**src/rtl/mod6_pkg.sv**
```systemverilog
// mod6_pkg: shared digit types and helpers for the cascaded countdown timer.
// Provides digit_t (also used by the mod-10 stages), MOD6_MAX and MOD6_W.
package mod6_pkg;

    localparam int MOD6_W = 4;

    typedef logic [MOD6_W-1:0] digit_t;

    localparam digit_t MOD6_MAX = 4'd5;

    // Clamp an arbitrary BCD nibble into the legal 0..5 range.
    function automatic digit_t mod6_sat(input digit_t d);
        return (d > MOD6_MAX) ? MOD6_MAX : d;
    endfunction

    // One step down with wrap 0 -> 5.
    function automatic digit_t mod6_dec(input digit_t d);
        return (d == 4'd0) ? MOD6_MAX : d - 4'd1;
    endfunction

endpackage

```
**src/rtl/mod6.sv**
```systemverilog
// mod6: modulo-6 down-counter for the tens-of-seconds digit.
// Ports: clock, clrn (async clear, active-low), data/loadn (sync load,
// active-low, saturating at 5), enable (count / borrow-in),
// tens (digit 0..5), zero (tens == 0), tc (borrow-out = enable & zero).
module mod6
    import mod6_pkg::*;
(
    input  logic       clock,
    input  logic       clrn,
    input  logic [3:0] data,
    input  logic       loadn,
    input  logic       enable,
    output logic [3:0] tens,
    output logic       tc,
    output logic       zero
);

    digit_t count;

    // Priority: clear, then load, then count, else hold.
    always_ff @(posedge clock or negedge clrn) begin
        if (!clrn) begin
            count <= '0;
        end else if (!loadn) begin
            count <= mod6_sat(data);
        end else if (enable) begin
            count <= mod6_dec(count);
        end
    end

    assign tens = count;
    assign zero = (count == 4'd0);
    // Borrow-out fires in the cycle whose enabled edge wraps 0 -> 5.
    assign tc   = enable & zero;

    a_range : assert property (@(posedge clock) count <= MOD6_MAX)
        else $error("tens out of range: %0d", count);

    a_tc_zero : assert property (@(posedge clock) tc |-> zero)
        else $error("tc asserted while tens nonzero");

endmodule

```
**config.mk**
```make
export PLATFORM = sky130hd
export DESIGN_NAME = mod6
export DESIGN_NICKNAME = d
export VERILOG_FILES = /design/src/rtl/mod6_pkg.sv /design/src/rtl/mod6.sv
export SDC_FILE = /design/constraint.sdc
export NUM_CORES = 1
export LEC_CHECK = 0
export ABC_AREA = 1
export BUFFER_PORTS_ARGS = -buffer_cell sky130_fd_sc_hd__buf_4
export CORE_AREA = 4 4 41 43
export CTS_BUF_LIST = sky130_fd_sc_hd__clkbuf_4
export DETAILED_ROUTE_END_ITERATION = 10
export DIE_AREA = 0 0 45 47
export PLACE_DENSITY = 0.38
export SYNTH_ARGS = -nofsm -noshare
export SYNTH_HDL_FRONTEND = slang
export SYNTH_SLANG_ARGS = --single-unit
```
**constraint.sdc**
```tcl
create_clock -name clock -period 1.3 [get_ports clock]
set_clock_uncertainty 0.1 [all_clocks]
set_input_delay 0.195 -clock clock [delete_from_list [all_inputs] [get_ports clock]]
set_output_delay 0.195 -clock clock [all_outputs]
set_load 0.01 [all_outputs]
```
After elaboration in Yosys (flattened, before gate mapping)
Cells that the tools add are included.
{"block": "op_classes", "n_addsub": 1, "multipliers": 0, "n_div": 0, "n_lt_le_gt_ge": 1, "n_eq_ne": 1, "shift": 0, "mux": 4, "bitwise": 1, "reduce_logical": 1}
{"cell": "2-to-1 mux 4 bit", "n": 4}
{"cell": "greater-than comparator 4 x 3 -> 1 bit, second input constant", "n": 1}
{"cell": "zero test 4 bit", "n": 1}
{"cell": "subtractor 4 x 1 -> 4 bit, second input constant", "n": 1}
{"cell": "inequality test 2 x 1 -> 1 bit, second input constant", "n": 1}
{"cell": "AND 1 bit", "n": 1}
{"block": "word_totals", "ff_bits": 4, "latchBits": 0, "mem_bits_rw": 0, "rom_bits": 0, "in_bits": 8, "out_inout_bits": 6, "elab_cells": 10, "mem_count": 0}

Longest topological paths before layout
Gate-level depths: netlist of the first run.
{"block": "logic_depth", "depth_word": 4, "ltp_mapped": 6, "depth_no_buf": 6}

Least setup slack after synthesis of the first run
No wires, ideal clock.
{"block": "synth_path", "path_type": "register -> output", "start": "register count[0] (netlist: tens[0])", "end": "output port tc", "t_arrival_ns": 0.857, "required_ns": 1.005, "slack_ns": 0.148, "stages_incl_launch_ff": 4, "n_path_buf": 0, "cell_sequence": "dfrtp_1 > nor2_1 > nand3_1 > nor2_1"}
{"block": "synth_between", "elab_chain_len": 2}
{"item": "from (decl)", "line": "mod6.sv:18", "rtl": "digit_t count;"}
{"item": "from (signal assigned)", "line": "mod6.sv:25", "rtl": "count <= mod6_sat(data);"}
{"item": "from (signal assigned)", "line": "mod6.sv:27", "rtl": "count <= mod6_dec(count);"}
{"item": "zero test 4 bit", "line": "mod6.sv:32", "rtl": "assign zero = (count == 4'd0);"}
{"item": "AND 1 bit", "line": "mod6.sv:34", "rtl": "assign tc = enable & zero;"}
{"item": "to (decl)", "line": "mod6.sv:14", "rtl": "output logic tc,"}
Every way passes these cells.

Worst setup path in the final report of the first run
{"block": "layout_path", "start": "register count[1] (netlist: tens[1])", "end": "output port tc"}
The elaborated chain is that of the path after synthesis.

==> impl_metrics.yaml, run 1 <==
synthesis:
  synth.distinct_cells: 11
  syn_inst: 40
  syn_nets: 48
  postSynthAreaPerCell_um2: 6.66
  synth_warnings: 0
  synth-seq-cells: 4
  ys_seq_area_share_pct: 37.6
  netlist_area_um2: 267
clock_tree:
  htreeDepth: 1
  clk_pin_slew_ns: 0.03
  cts_buffers: 3
  ctsRootBufferMaster: "clkbuf_4"
  clock-sinks: 4
  cts_tree: "yes"
  cts_buffer_depth: 2
  worstSkewPairLatency_ns: 0.23
global_routing:
  gr-total-overflow: 0
  grtUsageTotal_pct: 7.60
  grt_pass1_wl_um: 1060
  grt_max_degree: 7
  antenna_found_initial: 0
  grt_pass1_vias: 289
placed_design:
  place_ws_ns: 0.0931
  port_buffers: 13
  dp_hpwl_um: 561
  gp_congestion: 0.701
die:
  core_region_area_um2: 1300
  die-height_um: 47
  dieArea_um2: 2120
  ios: 14
  dieWidth_um: 45
  start_util_pct: 20.5
  rows: 13
routing:
  drcViolationCount: 0
  first_pass_iters: 1
  drt-vias-per-instance: 3.90
  num_vias: 304
  wl_per_cell_um: 9.65
  wl_um: 753
  ant_nets: 0
  drt_iter0_drc: 0
power:
  power.total_w: 0.000475
  peakVddDrop_mv: 0.516
  cellPowerDensity_nw_per_um2: 984
  leakagePower_nw: 0.266
worst_setup_path:
  critical_path.startpoint: "tens[1]"
  rr_endpoint: "tens[1]"
  max_stage_delay_ns: 0.40
  path_class: "flop to output port"
  worstPathCellList: "nor2_2, nand3_2, nor2_1, buf_4"
  endpoint: "tc"
  worstRegToRegCells: 5
  cp-start-kind: "flop"
  cp_data_arrival_time_ns: 1.09
  required_ns: 1.00
  critPathSlowestCell: "dfrtp_1"
  end_kind: "output port"
  cp_max_fo: 3
  r2r_start: "tens[0]"
  cp_num_cells: 4
  critical_path_buf_inv_count: 1
  critPathTopFamily: "flip-flops"
  r2r_slack_ns: 0.12
sta:
  rsz0062_at_grt: "yes"
  maxSlewHeadroom_pct: 89.8
  worst-slew-pin-transition_ns: 0.152
  layout_setup_ws_ns: -0.0829
  finalCriticalPeriod_ns: 1.38
  finalCritPeriodShare_pct: 106
  report.final.slew_viol_count: 0
  fmax_ghz: 0.723
  hold_viol_final: 0
  finalSetupViolations: 3
final_layout:
  fillerInstances: 154
  largest_register_ff_count: 4
  mostFrequentLayoutCells: "buf_4, nand2_1"
  final_core_util_pct: 37.1
  antenna-diode-count: 0
  drive_above_1_share_pct: 55.6
  nNetsFinal: 73
  syn2layout_area_growth_pct: 81.2
  layout_commonest_cell: "buf_4"
flow_run:
  maxCapViolCount: 0
hold_path:
  hp-class: "input pin to flop"
status:
  violations: "setup timing"
  status: "finished with violations"
==> Yosys cell counts, drive strengths merged <==
library cell  number  area, um^2
nand2             12        45.0
inv                8        30.0
nor2               6        32.5
nand3              5        25.0
dfrtp              4         100
a21oi              2        10.0
o21ai              2        17.5
or2                1        6.26
==> cells by family after synthesis <==
logic type             after synthesis  synth area share, %
flip-flops                           4                 37.6
AO/OA/AOI/OAI                        4                 10.3
buffers and inverters                8                 11.3
AND/OR/NAND/NOR                     24                 40.8
==> final cells by class <==
class	instances	area, um^2	share of cell area, %
multi-input combinational	28	151	31.3
tap	15	18.8	3.89
inverter	8	30.0	6.22
sequential	4	100	20.7
clock buffer	3	22.5	4.66
timing repair buffer	20	160	33.2
==> report_power, final <==
group / internal (W) / switching, W
Clock: 0.000103 / 0.0000472
Sequential: 0.000137 / 0.0000131
Combinational: 0.0000938 / 0.0000804
Total: 0.000334 / 0.000141
==> timing repair <==
action,in CTS,in global routing
setup endpoints to repair,2,2
gates cloned,0,0
endpoints found under the hold margin,4,0
resized for setup,1,8
setup buffers,2,4
pin swaps,1,3
hold buffers,1,0
==> how the worst min path moves through the flow <==
stage,startpoint,end,cells past startpoint
2_1_floorplan,clrn,tens[0],0
3_3_place_gp,clrn,tens[1],1
3_5_place_dp,clrn,tens[1],1
4_1_cts,enable,tens[2],4
5_1_grt,loadn,tens[3],3
6_report,loadn,tens[3],3
==> worst reg2reg max path, cell delays in order (launching register included) <==
cell,delay [ns]
dfrtp_1,0.41
buf_4,0.15
buf_6,0.11
o21ai_2,0.13
or2_0,0.11
nand2_1,0.06
==> per-stage QoR <==
step,TNS [ns],area [um^2],instances,hold slack (ns)
4_1_cts,-0.139,433,74,0.143
3_3_place_gp,0,383,68,-0.103
3_5_place_dp,0,383,68,-0.105
2_1_floorplan,0,267,40,-0.201
5_1_grt,-0.251,483,78,0.165
6_report,-0.0938,483,78,0.152
==> routing by layer <==
layer  share of wire (%)  track usage [%]
met4                   0             1.75
met2                  49             11.6
met3                 7.6             6.90
met1                  43             7.78
met5                   0                0
Power figures use the tool's default switching activity.
==> inputs of run 2 (changes only) <==
CELL_PAD_IN_SITES_DETAIL_PLACEMENT = 0   (was not set)
CELL_PAD_IN_SITES_GLOBAL_PLACEMENT = 1   (was not set)
PLACE_DENSITY = 0.53   (was 0.38)
clock period = 1.64 ns   (was 1.3 ns; I/O delays follow)
==> run 2 against run 1 <==
  * The flow now finishes without violations
  * First-iteration DRC count up 5
  * Non-clock buffer count decreased by 6
  * Clock-buffer cell count stayed put
==> impl_metrics.yaml, run 2 (synthesis gave the netlist of run 1 again) <==
clock_tree:
  cts_buffer_depth: 2
  clk_pin_slew_ns: 0.04
  clock-sinks: 4
  cts_setup_buffers: 0
  worstSkewPairLatency_ns: 0.23
  cts_buffers: 3
  htreeDepth: 1
  cts_tree: "yes"
  ctsRootBufferMaster: "clkbuf_4"
sta:
  finalSetupViolations: 0
  finalSetupTns_ns: 0
  worst-slew-pin-transition_ns: 0.181
  finalCriticalPeriod_ns: 1.47
  rsz0062_at_grt: "no"
  report.final.slew_viol_count: 0
  hold_viol_final: 0
  maxSlewHeadroom_pct: 88.0
  finalCritPeriodShare_pct: 89.5
  fmax_ghz: 0.682
final_layout:
  area.sequential_um2: 100
  multi_input_comb_area_um2: 139
  antenna-diode-count: 0
  nNetsFinal: 67
  largest_register_ff_count: 4
  layout_commonest_cell: "buf_4"
  fillerInstances: 155
  mostFrequentLayoutCells: "buf_4, nand2_1, inv_1"
  syn2layout_area_growth_pct: 56.8
  fin_area_um2: 418
  drive_above_1_share_pct: 40.4
  stdcell_count: 72
routing:
  drt-vias-per-instance: 4.06
  wl_um: 670
  drcViolationCount: 0
  ant_nets: 0
  drt_iter0_drc: 5
  first_pass_iters: 4
  wl_per_cell_um: 9.31
  num_vias: 292
power:
  leakagePower_nw: 0.235
  peakVddDrop_mv: 0.325
  cellPowerDensity_nw_per_um2: 804
die:
  dieArea_um2: 2120
  ios: 14
  die-height_um: 47
  start_util_pct: 20.5
  rows: 13
  core_region_area_um2: 1300
  dieWidth_um: 45
worst_setup_path:
  worstRegToRegCells: 6
  critical_path.startpoint: "tens[0]"
  path_class: "flop to output port"
  end_kind: "output port"
  r2r_slack_ns: 0.60
  endpoint: "tc"
  required_ns: 1.29
  r2r_start: "tens[0]"
  cp_data_arrival_time_ns: 1.12
  rr_endpoint: "tens[2]"
  cp_max_fo: 4
  cp-start-kind: "flop"
global_routing:
  antenna_found_initial: 0
  grt_max_degree: 7
  grt_pass1_vias: 312
  grtUsageTotal_pct: 8.32
  grt_pass1_wl_um: 1220
  gr-total-overflow: 0
placed_design:
  placed_area_um2: 383
  dp.cells: 68
  port_buffers: 13
  gp_congestion: 0.666
  dp_hpwl_um: 569
flow_run:
  maxCapViolCount: 0
hold_path:
  hp-class: "input pin to flop"
status:
  status: "finished clean"
==> run 2: cell count changes in the layout (fill, tap and decap cells not counted), sizes merged <==
cell and delta:
buf -6
==> run 2: cell type report <==
cell class	instances	share of cell area [%]
Clock buffer	3	5.39
Inverter	8	7.19
Multi-Input combinational cell	28	33.2
Sequential cell	4	24.0
Tap cell	15	4.49
Timing Repair Buffer	14	25.7
==> run 2: routing by layer <==
metal	global-route usage (%)	vias to the layer above	wire length (um)
met5	0	-	0
met4	1.75	0	0
met3	6.13	0	52
met2	12.7	9	312
met1	9.40	124	305
li1	-	159	-
==> run 2: worst min path at each step <==
| stage | start | end | depth (start not counted) |
|---|---|---|---|
| after detailed placement | clrn | tens[3] | 1 |
| final | enable | tens[2] | 4 |
| after global placement | clrn | tens[3] | 1 |
| after CTS | enable | tens[2] | 4 |
| after global routing | enable | tens[0] | 4 |
| after floorplan | clrn | tens[0] | 0 |
==> run 2: metrics by stage <==
step / setup slack, ns / utilization, % / hold slack [ns] / total power [W]
2_1_floorplan: 0.437 / - / -0.150 / 0.000167
5_1_grt: 0.0413 / 32.1 / 0.211 / 0.000373
3_5_place_dp: 0.378 / 29.4 / -0.0546 / 0.000217
3_3_place_gp: 0.380 / 29.4 / -0.0528 / 0.000220
6_report: 0.173 / 32.1 / 0.199 / 0.000336
4_1_cts: 0.113 / 31.9 / 0.194 / 0.000343
==> run 2: report_power, final <==
part,total [W],internal [W],leakage (nW),switching [W]
clock network,0.000119,0.0000816,0.0138,0.0000369
registers,0.000120,0.000109,0.0497,0.0000116
logic,0.0000970,0.0000472,0.172,0.0000499
total,0.000336,0.000238,0.235,0.0000984
==> run 2: critical path: stages, from the launching register on <==
cell     delay, ns
dfrtp_1       0.42
nor2_2        0.15
nand3_1       0.10
nor2_1        0.10
buf_4         0.12
==> run 2: timing repair <==
item	CTS	global route
hold buffers	1	0
gates resized for setup	0	1
setup endpoints to repair	0	1
hold endpoints to repair	4	0
